===== src/rtl/axi4_lite_read_slave.sv =====
// AXI4-Lite read-only slave bridging AR/R channels to a simple word-addressed
// memory port, with address decode, bounded memory wait and SLVERR responses.
module axi4_lite_read_slave #(
  parameter int                    ADDR_WIDTH     = 32,
  parameter int                    DATA_WIDTH     = 32,
  parameter logic [ADDR_WIDTH-1:0] BASE_ADDR      = 32'h1000_0000,
  parameter int                    NUM_WORDS      = 16,
  parameter int                    TIMEOUT_CYCLES = 8
) (
  input  logic                         clk,
  input  logic                         rst_n,
  input  logic [ADDR_WIDTH-1:0]        S_AXI_ARADDR,
  input  logic                         S_AXI_ARVALID,
  output logic                         S_AXI_ARREADY,
  output logic [DATA_WIDTH-1:0]        S_AXI_RDATA,
  output logic [1:0]                   S_AXI_RRESP,
  output logic                         S_AXI_RVALID,
  input  logic                         S_AXI_RREADY,
  output logic                         mem_req,
  output logic [$clog2(NUM_WORDS)-1:0] mem_addr,
  input  logic [DATA_WIDTH-1:0]        mem_rdata,
  input  logic                         mem_rvalid
);

  localparam int IDX_W = $clog2(NUM_WORDS);
  localparam int CNT_W = $clog2(TIMEOUT_CYCLES);
  localparam logic [CNT_W-1:0] CNT_LAST = CNT_W'(TIMEOUT_CYCLES - 1);
  localparam logic [1:0] RESP_OKAY   = 2'b00;
  localparam logic [1:0] RESP_SLVERR = 2'b10;

  typedef enum logic [1:0] {
    S_IDLE,
    S_MEM_WAIT,
    S_RESP
  } state_e;

  state_e                state_q, state_d;
  logic                  mem_req_q, mem_req_d;
  logic [IDX_W-1:0]      mem_addr_q, mem_addr_d;
  logic [CNT_W-1:0]      cnt_q, cnt_d;
  logic [DATA_WIDTH-1:0] rdata_q, rdata_d;
  logic [1:0]            rresp_q, rresp_d;

  // Address decode works on word offsets so every bit of the difference is used.
  logic [ADDR_WIDTH-3:0] word_off;
  logic                  above_base;
  logic                  in_window;
  logic                  misaligned;
  logic                  decode_err;

  assign word_off   = S_AXI_ARADDR[ADDR_WIDTH-1:2] - BASE_ADDR[ADDR_WIDTH-1:2];
  assign above_base = (S_AXI_ARADDR >= BASE_ADDR);
  assign in_window  = (word_off[ADDR_WIDTH-3:IDX_W] == '0);
  assign misaligned = |S_AXI_ARADDR[1:0];
  assign decode_err = misaligned || !above_base || !in_window;

  // Gated by rst_n so ARREADY is low during reset and high the moment it releases.
  assign S_AXI_ARREADY = rst_n && (state_q == S_IDLE);
  assign S_AXI_RVALID  = (state_q == S_RESP);
  assign S_AXI_RDATA   = rdata_q;
  assign S_AXI_RRESP   = rresp_q;
  assign mem_req       = mem_req_q;
  assign mem_addr      = mem_addr_q;

  always_comb begin
    // NOTE: every signal gets a default first so no path through the case leaves it unassigned (no latches).
    state_d    = state_q;
    mem_req_d  = 1'b0;
    mem_addr_d = mem_addr_q;
    cnt_d      = cnt_q;
    rdata_d    = rdata_q;
    rresp_d    = rresp_q;

    unique case (state_q)
      S_IDLE: begin
        if (S_AXI_ARVALID && S_AXI_ARREADY) begin
          if (decode_err) begin
            state_d = S_RESP;
            rdata_d = '0;
            rresp_d = RESP_SLVERR;
          end else begin
            state_d    = S_MEM_WAIT;
            mem_req_d  = 1'b1;
            mem_addr_d = word_off[IDX_W-1:0];
            cnt_d      = '0;
          end
        end
      end

      S_MEM_WAIT: begin
        // Data arriving on the last allowed cycle still wins over the timeout.
        if (mem_rvalid) begin
          state_d = S_RESP;
          rdata_d = mem_rdata;
          rresp_d = RESP_OKAY;
          cnt_d   = '0;
        end else if (cnt_q == CNT_LAST) begin
          state_d = S_RESP;
          rdata_d = '0;
          rresp_d = RESP_SLVERR;
          cnt_d   = '0;
        end else begin
          cnt_d = cnt_q + 1'b1;
        end
      end

      S_RESP: begin
        if (S_AXI_RREADY) begin
          state_d = S_IDLE;
        end
      end

      default: begin
        state_d = S_IDLE;
      end
    endcase
  end

  always_ff @(posedge clk or negedge rst_n) begin
    if (!rst_n) begin
      state_q    <= S_IDLE;
      mem_req_q  <= 1'b0;
      mem_addr_q <= '0;
      cnt_q      <= '0;
      rdata_q    <= '0;
      rresp_q    <= '0;
    end else begin
      // NOTE: non-blocking assignments so every flop samples pre-edge values regardless of statement order.
      state_q    <= state_d;
      mem_req_q  <= mem_req_d;
      mem_addr_q <= mem_addr_d;
      cnt_q      <= cnt_d;
      rdata_q    <= rdata_d;
      rresp_q    <= rresp_d;
    end
  end

endmodule


===== config.mk =====
export PLATFORM = sky130hd
export DESIGN_NAME = axi4_lite_read_slave
export DESIGN_NICKNAME = d
export VERILOG_FILES = /design/src/rtl/axi4_lite_read_slave.sv
export SDC_FILE = /design/constraint.sdc
export NUM_CORES = 1
export LEC_CHECK = 0
export CAP_MARGIN = 30
export CORE_MARGIN = 10
export CORE_UTILIZATION = 39
export CTS_CLUSTER_DIAMETER = 200
export DETAILED_ROUTE_END_ITERATION = 16
export GPL_TIMING_DRIVEN = 0
export PLACE_DENSITY_LB_ADDON = 0.12
export SLEW_MARGIN = 10
export SYNTH_ARGS = -nofsm -noshare
export SYNTH_HDL_FRONTEND = slang
export SYNTH_SLANG_ARGS = --single-unit

===== constraint.sdc =====
create_clock -name clk -period 2.9 [get_ports clk]
set_input_delay 0.87 -clock clk [delete_from_list [all_inputs] [get_ports clk]]
set_output_delay 0.87 -clock clk [all_outputs]
set_load 0.05 [all_outputs]

Word-level counts from Yosys, hierarchy flattened

Index checks and enable logic that the tools add are counted.

Register bits: 44
Latch bits: 0
Memory bits (writable): 0
Bits in read-only memories: 0
Bits of input ports: 69
Output and inout port bits: 41
Word-level logic and storage cells: 55
Memories: 0

$add $sub $neg: 2
Multiply operators: 0
Div/mod/pow operators: 0
Order comparisons: 1
Equal/unequal tests: 8
Shifts and indexed selects: 0
Multiplexer cells: 23
Bitwise operators: 1
Reductions and logical operators: 14

Operators with widths:

| cell                     | count |
|---|---|
| $mux W32                 | 4 |
| $pmux W32 S2             | 1 |
| $ge A32 B29 Y1 const B   | 1 |
| $sub A30 B27 Y30 const B | 1 |
| $logic_not A26 Y1        | 1 |
| $mux W2                  | 8 |
| $mux W3                  | 4 |
| $reduce_and A3 Y1        | 3 |
| $pmux W2 S3              | 1 |
| $pmux W3 S2              | 1 |
| $ne A2 B1 Y1 const B     | 2 |
| $ne A2 B2 Y1 const B     | 2 |
| $pmux W2 S2              | 1 |
| $reduce_and A4 Y1        | 1 |
| $add A3 B1 Y3 const B    | 1 |
| $eq A3 B3 Y1 const B     | 1 |
| $mux W1                  | 3 |
| $ne A3 B3 Y1 const B     | 1 |
| $eq A2 B1 Y1 const B     | 1 |
| $eq A2 B2 Y1 const B     | 1 |
| $logic_and A1 B1 Y1      | 2 |
| $logic_not A1 Y1         | 2 |
| $logic_not A2 Y1         | 1 |
| $logic_or A1 B1 Y1       | 2 |
| other kinds (3)          | 3 |

Logic depth before layout (Yosys ltp)

Gate-level depths: netlist of run 1.

Word-level depth: 7
Gate-level depth with buffers: 7
Mapped depth without buffers: 6

Least setup slack after synthesis of run 1

No wires, ideal clock.

Kind: in2out
Start point: in rst_n
End point: out S_AXI_ARREADY
Arrival time: 2.016 ns
Data required time: 2.030 ns
Setup slack: 0.014 ns
Cell stages on the path: 1
Path buffers: 0
Cells stage by stage: nor3b_1

Word-level cells in the longest chain between the ends: 1

Ends and longest elaborated chain:

| what                | RTL line | RTL |
|---|---|---|
| from (decl)         | 11       | `input logic rst_n,` |
| $logic_and A1 B1 Y1 | 58       | `assign S_AXI_ARREADY = rst_n && (state_q == S_IDLE);` |
| to (decl)           | 14       | `output logic S_AXI_ARREADY,` |

No other way between the ends.

Worst setup path in the final report of run 1

Same ends and word-level chain as after synthesis.

==> metrics, run 1 <==
starting density of the core=0.3999; relative slew slack=0.6478; DIE WIDTH=86.59 um; kind of critical path=in2out; synthesized instance count=128; CTS Sinks=43; H-tree depth=2; Post-synth top flop=dfrtp_1; total track usage=0.1377; CP peak stage delay=0.40 ns; worst-path cell chain=buf_2 -> nor3b_1 -> clkdlybuf4s15_2; # DRC=0; post-synthesis cell area=1729 um2; VDD IR max=0.3516 mV; r2r startpoint=state_q[0]$_DFFE_PN0P_; Inserted Clock Buffers=5; initial antenna violation count=0; First DRT Iteration DRCs=40; Slowest cell on crit path=clkdlybuf4s15_2; mux share of post-synthesis cell area=0.02605; final wirelength=5184 um; layout cells sized above 1=0.09388; total power=1.129 mW; final setup violation count=0; largest net degree at the start of global routing=28; number of core rows=24; largest family of logic cells by synthesized area=compound AO/OA/AOI/OAI gates; fmax=360.7 MHz; CP startpoint kind=primary input; async set or reset register ratio after synthesis=1.000; Final nets=315; Die ar.=7497 um2; CTS root buffer=clkbuf_8; Req. time, crit path=2.03 ns; R2R depth=5; Crit Path Max Fanout=20; worst hold start=S_AXI_RDATA[27]$_DFFE_PN0P_; largest cells by area after synthesis=dfrtp_1 62%, a22o_1 16%, mux2_2 2.6%; CP Capture Type=output port; Final min period=2.772 ns; simple-gate share of the synthesized area=0.09117; Post-synth top cells=43 x dfrtp_1, 32 x a22o_1, 5 x nor4_1; port bufs=108; most common cell in the synthesized netlist=dfrtp_1; sequential-to-total area share from yosys stat=0.6223; Pwr Density=379.2 nW/um2; FF+latch count, synth=43; Post-synth EDFFs=0; Final GP Congestion=0.7107; ANT nets after route=0; RSZ-0062 raised after global routing=false; vias in the first global route=1,654; YS warnings=0; Post-CTS Setup Inserts=0; via/cell ratio=4.906; Area Growth Syn to Fin=72.14%; n_diodes=0; Worst Hold Endpoint=S_AXI_RDATA[27]$_DFFE_PN0P_; FF-to-FF End=mem_addr[1]$_DFFE_PN0P_; LEAKAGE=1.311 nW; hold_ws=0.5049 ns; cell taking the most area after synthesis=dfrtp_1; syn_nets=199; Synth Area in Compound Gates=0.1997; library cells used by synthesis=29; clk_lat worst skew=0.29 ns; final worst setup slack=0.1275 ns; grt ovf=0; top-area cell type share of the netlist area=0.6223; worst slew pin tran=0.5267 ns; DP HPWL=4203 um; Tcrit/Tclk final=0.9560; TritonCTS clock tree=built; Crit path arrival time=1.90 ns; CORE AREA=4324 um2; Ports=110; final hold viol count=0; Reg clk slew, reported paths=0.08 ns; Placement Setup Slack=-0.3538 ns; MaxCap Viol Count=0; Slew Limit Fails=0; skew final=0.005840 ns; vias=1,457; Post-Synth XOR/XNOR Area=0; r2r setup slk=1.08 ns; Pre-Repair DR Iteration Count=4; synthesized-area fraction occupied by adder cells=0.01447; Hold WC Path Type=reg2reg; Synth Area per Inst=13.51 um2; Avg WL per Cell=17.45 um; run status=finished clean; clock buffer depth=2; Die Height=86.59 um; first-pass GRT wire length=8342 um; hold path depth=1
[what timing repair did]
item	CTS	global route
setup endpoints to repair	1	0
gates resized for setup	4	0
hold buffers	0	0
[routing by layer]
metal | track usage | vias up | part of all wire
met3 | 0.05722 | 5 | 0.094
met4 | 0.03976 | 0 | 0.011
met5 | 0 | - | 0
met1 | 0.1600 | 687 | 0.39
li1 | - | 712 | -
met2 | 0.2268 | 53 | 0.50
[worst max-delay path by stage]
stage,startpoint,endpoint,slack (ns),cells after the start
4_1_cts,rst_n,S_AXI_ARREADY,0.09,3
2_1_floorplan,rst_n,S_AXI_ARREADY,0.01,1
3_3_place_gp,rst_n,S_AXI_ARREADY,-1.91,3
3_5_place_dp,rst_n,S_AXI_ARREADY,-0.35,3
5_1_grt,state_q[1]$_DFFE_PN0P_,S_AXI_RVALID,0.01,4
6_report,rst_n,S_AXI_ARREADY,0.13,3
[sequential cells by signal (all words and copies together), names as in the netlist]
register	cells
state_q	2
S_AXI_RDATA	32
S_AXI_RRESP	1
mem_addr	4
mem_req	1
cnt_q	3
[cells in the final DEF, fill, tap and decap left out, types with 2 or more instances in the layout]
cell             instances
a22oi_1                  2
o21ai_0                  3
nor3b_1                  3
buf_6                    3
clkdlybuf4s50_1        106
nor4_1                   5
a22o_1                  32
mux2_2                   4
clkbuf_1                 5
nand2b_1                 3
nand4_1                  2
ha_1                     2
clkbuf_8                 5
nand2_1                  2
a21oi_1                  2
buf_2                    2
nor2_1                   2
inv_1                    3
dfrtp_1                 43
[report_power, final]
group	total, mW	leakage [nW]	switching [mW]	internal [mW]
clock	0.370	0.0412	0.202	0.168
sequential	0.601	0.579	0.000325	0.600
combinational	0.158	0.691	0.0586	0.0989
total	1.13	1.31	0.261	0.868
[cell families after synthesis]
logic type,count (synthesis)
AO/OA/AOI/OAI,42
other,1
flip-flops,43
multiplexers,4
buffers and inverters,13
AND/OR/NAND/NOR,23
adder cells (fa/ha/maj),2
[worst max-delay path, delay by kind of cell]
| kind | cells | cell delay, ns |
|---|---|---|
| buffers and inverters | 2 | 0.79 |
| and+or+nand+nor | 1 | 0.23 |
[area by class of cell]
cell class	count	area (um2)
inverters	3	11.26
multi-input cells	72	576.8
clock buffers	6	72.57
clock inverters	2	12.51
plain buffers	10	65.06
repair buffers	109	1097
flip-flops and latches	43	1076
fillers	353	1348
well taps	52	65.06
[metrics by stage]
stage          TNS [ns]  area (um2)  utilization  std cells
3_3_place_gp     -57.46        2875       0.6649        288
6_report              0        2977       0.6884        297
5_1_grt               0        2977       0.6884        297
4_1_cts               0        2977       0.6884        297
3_5_place_dp    -0.3538        2890       0.6684        289
2_1_floorplan         0        1729            -        128
Power figures use the tool's default switching activity.
==> run 2, diff against run 1 <==
--- a/config.mk
+++ b/config.mk
@@ -8,7 +8,7 @@
 export CAP_MARGIN = 30
 export CORE_MARGIN = 10
 export CORE_UTILIZATION = 39
-export CTS_CLUSTER_DIAMETER = 200
+export CTS_CLUSTER_DIAMETER = 80
 export DETAILED_ROUTE_END_ITERATION = 16
 export GPL_TIMING_DRIVEN = 0
 export PLACE_DENSITY_LB_ADDON = 0.12
==> results of run 2 <==
No change in the layout: final DEF, timing and power equal those of run 1.
